===== src/rtl/uart_tx_fifo.sv =====
// UART transmitter fed by a small write FIFO: start bit, DATA_W data bits LSB first, STOP_BITS stop bits.
// Defining UART_TX_PARITY_EN inserts an even-parity bit between the data and stop bits.
module uart_tx_fifo #(
  parameter int DATA_W     = 8,
  parameter int BAUD_DIV   = 2604,
  parameter int FIFO_DEPTH = 4,
  parameter int STOP_BITS  = 1
) (
  input  logic              clk,
  input  logic              rst_n,
  input  logic              trmt,
  input  logic [DATA_W-1:0] tx_data,
  output logic              TX,
  output logic              tx_full,
  output logic              tx_busy,
  output logic              tx_done,
  output logic              tx_ovf
);

  localparam int BW = $clog2(BAUD_DIV);
  localparam int PW = $clog2(FIFO_DEPTH);
  localparam int CW = PW + 1;
  localparam int NW = 4;
  localparam logic [BW-1:0] BAUD_LAST = BW'(BAUD_DIV - 1);
  localparam logic [NW-1:0] DATA_LAST = NW'(DATA_W - 1);
  localparam logic [NW-1:0] STOP_LAST = NW'(STOP_BITS - 1);
  localparam logic [CW-1:0] DEPTH_C   = CW'(FIFO_DEPTH);

  typedef enum logic [2:0] {
    IDLE,
    START,
    DATA,
`ifdef UART_TX_PARITY_EN
    PARITY,
`endif
    STOP
  } state_e;

  logic [DATA_W-1:0] mem_q [FIFO_DEPTH];
  logic [PW-1:0]     wr_ptr_q, rd_ptr_q;
  logic [CW-1:0]     count_q, count_d;
  logic              full_q, ovf_q;

  state_e            state_q;
  logic [BW-1:0]     baud_q;
  logic [NW-1:0]     bit_q;
  logic [DATA_W-1:0] shift_q;
  logic              tx_q, busy_q, done_q;
`ifdef UART_TX_PARITY_EN
  logic              par_q;
`endif

  logic              push, pop, baud_end, frame_end;
  logic [DATA_W-1:0] head;

  always_comb begin
    head      = mem_q[rd_ptr_q];
    baud_end  = (baud_q == BAUD_LAST);
    frame_end = (state_q == STOP) && baud_end && (bit_q == STOP_LAST);
    push      = trmt && !full_q;
    pop       = (count_q != '0) && ((state_q == IDLE) || frame_end);
    count_d   = count_q;
    case ({push, pop})
      2'b10:   count_d = count_q + CW'(1);
      2'b01:   count_d = count_q - CW'(1);
      default: count_d = count_q;
    endcase
  end

  always_ff @(posedge clk) begin
    if (push) mem_q[wr_ptr_q] <= tx_data;
  end

  always_ff @(posedge clk or negedge rst_n) begin
    if (!rst_n) begin
      wr_ptr_q <= '0;
      rd_ptr_q <= '0;
      count_q  <= '0;
      full_q   <= 1'b0;
      ovf_q    <= 1'b0;
    end else begin
      if (push) wr_ptr_q <= wr_ptr_q + PW'(1);
      if (pop)  rd_ptr_q <= rd_ptr_q + PW'(1);
      count_q <= count_d;
      full_q  <= (count_d == DEPTH_C);
      ovf_q   <= trmt && full_q;
    end
  end

  always_ff @(posedge clk or negedge rst_n) begin
    if (!rst_n) begin
      state_q <= IDLE;
      baud_q  <= '0;
      bit_q   <= '0;
      shift_q <= '0;
      tx_q    <= 1'b1;
      busy_q  <= 1'b0;
      done_q  <= 1'b0;
`ifdef UART_TX_PARITY_EN
      par_q   <= 1'b0;
`endif
    end else begin
      done_q <= 1'b0;
      case (state_q)
        IDLE: begin
          baud_q <= '0;
        end
        START: begin
          if (baud_end) begin
            state_q <= DATA;
            baud_q  <= '0;
            bit_q   <= '0;
            tx_q    <= shift_q[0];
            shift_q <= shift_q >> 1;
          end else begin
            baud_q <= baud_q + BW'(1);
          end
        end
        DATA: begin
          if (baud_end) begin
            baud_q <= '0;
            if (bit_q == DATA_LAST) begin
`ifdef UART_TX_PARITY_EN
              state_q <= PARITY;
              tx_q    <= par_q;
`else
              state_q <= STOP;
              tx_q    <= 1'b1;
              bit_q   <= '0;
`endif
            end else begin
              tx_q    <= shift_q[0];
              shift_q <= shift_q >> 1;
              bit_q   <= bit_q + NW'(1);
            end
          end else begin
            baud_q <= baud_q + BW'(1);
          end
        end
`ifdef UART_TX_PARITY_EN
        PARITY: begin
          if (baud_end) begin
            state_q <= STOP;
            baud_q  <= '0;
            bit_q   <= '0;
            tx_q    <= 1'b1;
          end else begin
            baud_q <= baud_q + BW'(1);
          end
        end
`endif
        STOP: begin
          if (baud_end) begin
            baud_q <= '0;
            if (bit_q == STOP_LAST) begin
              done_q  <= 1'b1;
              bit_q   <= '0;
              state_q <= IDLE;
              busy_q  <= 1'b0;
              tx_q    <= 1'b1;
            end else begin
              bit_q <= bit_q + NW'(1);
            end
          end else begin
            baud_q <= baud_q + BW'(1);
          end
        end
        default: begin
          state_q <= IDLE;
          tx_q    <= 1'b1;
          busy_q  <= 1'b0;
        end
      endcase
      // A pop (from IDLE or at the last stop edge) overrides the case above to start the next frame
      if (pop) begin
        state_q <= START;
        baud_q  <= '0;
        shift_q <= head;
        tx_q    <= 1'b0;
        busy_q  <= 1'b1;
`ifdef UART_TX_PARITY_EN
        par_q   <= ^head;
`endif
      end
    end
  end

  assign TX      = tx_q;
  assign tx_full = full_q;
  assign tx_busy = busy_q;
  assign tx_done = done_q;
  assign tx_ovf  = ovf_q;

endmodule

===== config.mk =====
export PLATFORM = sky130hd
export DESIGN_NAME = uart_tx_fifo
export DESIGN_NICKNAME = d
export VERILOG_FILES = /design/src/rtl/uart_tx_fifo.sv
export SDC_FILE = /design/constraint.sdc
export NUM_CORES = 1
export LEC_CHECK = 0
export CAP_MARGIN = 10
export CORE_UTILIZATION = 35
export CTS_CLUSTER_DIAMETER = 30
export DETAILED_ROUTE_END_ITERATION = 8
export DONT_BUFFER_PORTS = 1
export SYNTH_ARGS = -nofsm -noshare
export SYNTH_HDL_FRONTEND = slang
export SYNTH_SLANG_ARGS = --single-unit

===== constraint.sdc =====
create_clock -name clk -period 3.2 [get_ports clk]
set_input_delay 0.16 -clock clk [delete_from_list [all_inputs] [get_ports clk]]
set_output_delay 0.16 -clock clk [all_outputs]
set_load 0.02 [all_outputs]

== Word level (Yosys, flattened, before mapping) ==
Memories as Yosys holds them, arrays and structs flattened.
Index checks and enable logic that the tools add are counted.

* Bits in registers: 39
* RAM bits: 32
* Input bits: 11
* Output and inout port bits: 5
* Word-level logic and storage cells: 96
* Memories: 1

{| class="wikitable"
|+ Memories
! memory !! depth !! width !! rd ports !! clocked after memory_dff !! wr ports !! line !! source
|-
| mem_q || 4 || 8 || 1 || 0 || 1 || 39 || <nowiki>logic [DATA_W-1:0] mem_q [FIFO_DEPTH];</nowiki>
|}

* Add/sub/neg operators: 6
* Equal/unequal tests: 19
* Mux-type cells: 38
* Reduce and logical (&&, ||, !) cells: 20

{| class="wikitable"
|+ Operators with widths
! cell !! count
|-
| $mux 8 || 4
|-
| $mux 12 || 2
|-
| $pmux 12 s2 || 1
|-
| $mux 4 || 5
|-
| $mux 3 || 6
|-
| $pmux 8 s2 || 1
|-
| $ne 3x3->1 const B || 5
|-
| $mux 1 || 14
|-
| $add 12x1->12 const B || 1
|-
| $eq 12x12->1 const B || 1
|-
| $pmux 3 s4 || 1
|-
| $pmux 4 s3 || 1
|-
| $reduce_bool 3->1 || 4
|-
| $ne 2x2->1 const B || 4
|-
| $reduce_and 4->1 || 2
|-
| $eq 3x2->1 const B || 2
|-
| $pmux 3 s2 || 1
|-
| $reduce_and 6->1 || 1
|-
| $reduce_or 3->1 || 2
|-
| $logic_and 1x1->1 || 5
|-
| $reduce_and 5->1 || 1
|-
| $add 2x1->2 const B || 2
|-
| $add 4x1->4 const B || 1
|-
| $eq 4x3->1 const B || 1
|-
| 15 further kinds || 15
|}

== Longest topological paths before layout ==
* Depth in word-level cells: 8
* Mapped depth: 14
* Mapped depth without buffers: 12

== Worst setup path after synthesis ==
No wires, ideal clock.

* Kind: reg2reg
* From: reg bit_q[0]
* To: reg full_q, in the netlist tx_full
* Library setup time: 88 ps
* Data arrival time: 2704 ps
* Required time: 3112 ps
* Path slack: 408 ps
* Cell stages (with the launch flop): 15
* Buffers on the path: 2
* Clock period less this slack: 2792 ps
* Cells stage by stage: dfrtp_1 > inv_1 > ha_1 > nor4bb_1 > and4_4 > o21a_1 > buf_6 > buf_4 > ha_1 > inv_1 > fa_1 > xor2_1 > nor2_1 > xor2_1 > nor3b_1

* Word-level cells in the longest chain between the ends: 7
* Elaborated cells on any way between the ends: 8
* Those cells by class: eq/ne (3); mux (1); reduce/logical (4)

{| class="wikitable"
|+ Ends and longest elaborated chain
! what !! line !! source
|-
| start, declared || 46 || <nowiki>logic [NW-1:0] bit_q;</nowiki>
|-
| start signal, assigned || 134 || <nowiki>bit_q <= bit_q + NW'(1);</nowiki>
|-
| start signal, assigned || 162 || <nowiki>bit_q <= bit_q + NW'(1);</nowiki>
|-
| $logic_not 4->1 * || 59 || <nowiki>frame_end = (state_q == STOP) && baud_end && (bit_q == STOP_LAST);</nowiki>
|-
| $logic_and 1x1->1 * || 59 ||
|-
| $logic_or 1x1->1 * || 61 || <nowiki>pop = (count_q != '0) && ((state_q == IDLE) || frame_end);</nowiki>
|-
| $logic_and 1x1->1 * || 61 ||
|-
| named net pop || 53 || <nowiki>logic push, pop, baud_end, frame_end;</nowiki>
|-
| $eq 2x1->1 / $eq 2x2->1 (equally long branches) || 63 || <nowiki>case ({push, pop})</nowiki>
|-
| $pmux 3 s2 * || 63 ||
|-
| named net count_d[2] || 41 || <nowiki>logic [CW-1:0] count_q, count_d;</nowiki>
|-
| $eq 3x3->1 * || 85 || <nowiki>full_q <= (count_d == DEPTH_C);</nowiki>
|-
| end signal, assigned || 85 ||
|-
| end, declared || 42 || <nowiki>logic full_q, ovf_q;</nowiki>
|}

The timed path passes the listed nets; every way through them passes the cells marked *.
A chain may end at the register's enable or synchronous reset.

== Final worst setup path ==
* From: reg state_q[1]
* To: reg full_q, in the netlist tx_full

* Word-level cells in the longest chain between the ends: 8
* Elaborated cells on any way between the ends: 10
* Those cells by class: eq/ne (4); mux (1); reduce/logical (5)

{| class="wikitable"
|+ Ends and longest elaborated chain
! what !! line !! source
|-
| start, declared || 44 || <nowiki>state_e state_q;</nowiki>
|-
| start signal, assigned || 92 || <nowiki>state_q <= IDLE;</nowiki>
|-
| start signal, assigned || 110 || <nowiki>state_q <= DATA;</nowiki>
|-
| start signal, assigned || 127 || <nowiki>state_q <= STOP;</nowiki>
|-
| $eq 3x2->1 || 59 ||
|-
| $logic_and 1x1->1 (2 in a row) || 59 ||
|-
| $logic_or 1x1->1 * || 61 ||
|-
| $logic_and 1x1->1 * || 61 ||
|-
| $eq 2x1->1 / $eq 2x2->1 (equally long branches) || 63 ||
|-
| $pmux 3 s2 * || 63 ||
|-
| named net count_d[2] || 41 ||
|-
| $eq 3x3->1 * || 85 ||
|}

Marked as above.

==> summary by stage <==
Place
At the placement stage, the worst setup path has a slack of 0.3356 ns. The estimated wirelength of the detail-placed design is 3.727 mm. At the end of routability-driven placement, the weighted congestion stood at 0.7504. The number of instances in the placed design is around 380. Input and output buffers added on the ports amount to 0.

Floorplan
The die is 100.3 um tall. The floorplan core area is 9284 sq um. 16 I/O pins were placed. The effective utilization at floorplan is 0.3644.

The floorplan die area is about 10,000 sq um. The floorplan step set the die width to 100.3 um. The row count is 35.

STA
The fmax is 0.3485 GHz. The post-route setup TNS is 0 ns. In this run the tightest slew margin relative to its limit is 0.3875. Setup slack closes at 0.3303 ns.

The number of hold violations in the final report came to 0. Setup repair after global routing left no endpoint under its margin. In the finished design, the share of the clock period the worst path needs comes to 0.8968.

The final worst clock skew is 0.01366 ns. At the pin with the least slew margin, the transition time is 0.9147 ns. The count of final setup violators is 0.

The final critical delay including setup and external delays is 2.870 ns. The number of pins exceeding their max-slew limit in the final report is 0.

CTS
Clock-pin slew was measured on the worst setup and hold paths at 0.09 ns. The number of setup buffers added after CTS is 0. The tree built by TritonCTS fans out to 70 sinks. Buffers inserted during clock tree synthesis total 9. The count of instances resized after the clock tree is built is 0. The number of buffers on the longest clock path is 2. The TritonCTS clock tree is yes.

The root buffer selected by CTS is sky130_fd_sc_hd__clkbuf_8. The worst-skew pair later-pin latency is 0.35 ns. CTS built an H-tree with a depth of 3.

Final layout
Summing all flip-flop and latch instances after layout gives 1913 sq um. The number of inserted filler cells in the final layout is 906. The non-filler instance count after layout is 404. In the final layout, the multi-input gates occupy roughly 1400 sq um.

The total inserted antenna cells is 0. The net count reported at finish is about 300. The fraction of final layout cells sized beyond drive strength 1 is 0.1600. The area growth from synthesis to layout is 12.80%.

Global route
The first-pass GRT wire length is 9.542 mm. The largest net degree at the start of global routing is 39. The via count of the first global-routing pass is between 1.5k and 2k. In the global route stage, overall resource usage came out at 0.1242. The leftover overflow at the end of global routing is 0. The number of antenna violations at the first check in global routing is 0.

Synth
The cell accounting for the most synthesized area is sky130_fd_sc_hd__edfxtp_1. The number of enable flip-flop cells after synthesis is 32. In the synthesized netlist the dominant register cell turns out to be sky130_fd_sc_hd__dfrtp_1. By area the synthesized netlist is led by sky130_fd_sc_hd__edfxtp_1 (28%), sky130_fd_sc_hd__dfrtp_1 (27%), sky130_fd_sc_hd__ha_1 (5.5%), sky130_fd_sc_hd__mux2_4 (5.3%), sky130_fd_sc_hd__mux4_2 (5.3%). Of the post-synthesis cell area, the dominant cell type holds 0.2840. The sequential area share after synthesis is 0.5655. After synthesis, the most frequently instantiated cells are sky130_fd_sc_hd__dfrtp_1 (37), sky130_fd_sc_hd__edfxtp_1 (32), sky130_fd_sc_hd__nand2_1 (18). The number of nets in the synthesized netlist is 282. The synthesized cell area is 3383 sq um. Counting flops and latches in the post-synthesis netlist gives 70.

During synthesis, Yosys emitted a total of 0 warnings. After synthesis, the netlist uses 46 different library cells. The share of flip-flops with an asynchronous set or reset after synthesis is 0.5429. By instance count, the leading cell after synthesis is sky130_fd_sc_hd__dfrtp_1.

In the synthesized netlist, the number of instances is between 200 and 300. After synthesis, the mean cell area works out to 13.27 sq um.

Worst hold path
The class of the worst hold path is in2reg.

Setup path
The flop-to-flop setup slack is 0.33 ns. Grouping stages by cell kind, the critical path spends the most delay in simple AND/OR/NAND/NOR gates. The type of the setup path with the least slack is reg2reg. STA puts the critical path data arrival time at 3.13 ns.

Traced cell by cell, the critical path runs through ha_1 -> nor4bb_1 -> and4_4 -> o21a_1 -> ha_1 -> inv_1 -> fa_1 -> xor2_1 -> nor2_1 -> xor2_1 -> nor3b_1. The slowest cell on the critical path is sky130_fd_sc_hd__dfrtp_1. The critical path buffer and inverter count is 1. STA classifies the critical path startpoint as a flop.

The kind of end point of the critical path is a flop. Of all nets on the critical path, the largest fanout is 7. The delay contributed by the slowest stage of the critical path is about 0.42 ns. The worst endpoint required time is 3.46 ns.

Route
The initial DRC count is 59. The remaining design rule violation count is 0. The routed layout has 1,927 vias.

The first detailed-routing pass ran for 4 iterations. The average vias per placed instance is 4.770. The count of nets left with antenna violations once routing finished came out at 0. The final layout contains routed wiring with a total length of 5.524 mm.

Dividing the detail-routed wire length by the instance count gives around 14 um.

Power
The power density of the placed cells is 901.2 nW/um^2. IR analysis of the VDD net gives a maximum drop of 0.3925 mV. The leakage power total is 0.001541 uW. The power after layout is 3439 uW.

Run status
The run finished with clean final reports.

Job
The max-cap violation count is 0.
-- cells by family after synthesis --
logic type	share of synthesized area
AND/OR/NAND/NOR	0.1213
flip-flops	0.5655
adder cells (fa/ha/maj)	0.06139
AO/OA/AOI/OAI	0.05695
buffers and inverters	0.03106
XOR/XNOR	0.03624
multiplexers	0.1276
-- power breakdown --
part	internal [uW]	switching (uW)	total, uW
Clock	362	351	713
Combinational	701	645	1350
Sequential	1190	193	1380
Total	2250	1190	3440
-- flip-flops by register name (all words and copies together) (netlist names) --
signal / count
TX: 1
baud_q: 12
bit_q: 4
count_q: 3
mem_q: 32
rd_ptr_q: 2
shift_q: 8
state_q: 2
tx_busy: 1
tx_done: 1
tx_full: 1
tx_ovf: 1
wr_ptr_q: 2
-- layout make-up --
cell class	instances	area share
clock inverter	7	0.01902
multi-input combinational	163	0.3577
clock buffer	9	0.03246
tap	129	0.04230
sequential	70	0.5013
inverter	14	0.01377
timing repair buffer	12	0.03344
-- cells in the final DEF (no fill, tap or decap), drive strengths merged, types with 5 or more instances in the layout --
cell type / instances
nor2: 15
nand2b: 5
edfxtp: 32
a21oi: 7
and2: 8
mux4: 8
clkbuf: 9
nand3: 6
mux2: 13
xnor2: 6
mux2i: 6
dfrtp: 37
xor2: 8
ha: 15
o21ai: 11
nand2: 18
or3: 5
dlygate4sd3: 10
inv: 16
-- worst register-to-register path: stages, from the launching register on --
cell	delay, ns
sky130_fd_sc_hd__dfrtp_1	0.42
sky130_fd_sc_hd__ha_1	0.28
sky130_fd_sc_hd__nor4bb_1	0.36
sky130_fd_sc_hd__and4_4	0.28
sky130_fd_sc_hd__o21a_1	0.16
sky130_fd_sc_hd__ha_1	0.19
sky130_fd_sc_hd__inv_1	0.06
sky130_fd_sc_hd__fa_1	0.37
sky130_fd_sc_hd__xor2_1	0.15
sky130_fd_sc_hd__nor2_1	0.12
sky130_fd_sc_hd__xor2_1	0.19
sky130_fd_sc_hd__nor3b_1	0.20
-- layer usage --
metal	up-vias	global-route usage	wire (um)
met5	-	0	0
met4	0	0.05909	123
li1	941	-	-
met2	29	0.1949	2620
met3	13	0.03552	162
met1	944	0.1584	2618
-- worst paths after layout --
kind | startpoint | cells past startpoint | to
min in group asynchronous | rst_n | 2 | bit_q[3]
max in group asynchronous | rst_n | 2 | TX
setup reg to reg | state_q[1] | 11 | tx_full
hold reg to reg | count_q[2] | 1 | count_q[2]
setup / recovery | state_q[1] | 11 | tx_full
hold / removal | trmt | 2 | wr_ptr_q[0]
-- through the flow --
stage,area (sq um),utilization,hold WS (ns)
after global placement,3500,0.3770,-0.1344
after floorplan,3383,-,-0.1356
after global routing,3816,0.4111,0.2121
after CTS,3816,0.4111,0.2010
final,3816,0.4111,0.1962
after detailed placement,3500,0.3770,-0.1343
-- repair_timing --
item                                    CTS  global route
hold buffers                             11             0
hold endpoints to repair                 71             0
endpoints found under the setup margin    0             0
Power figures use the tool's default switching activity.
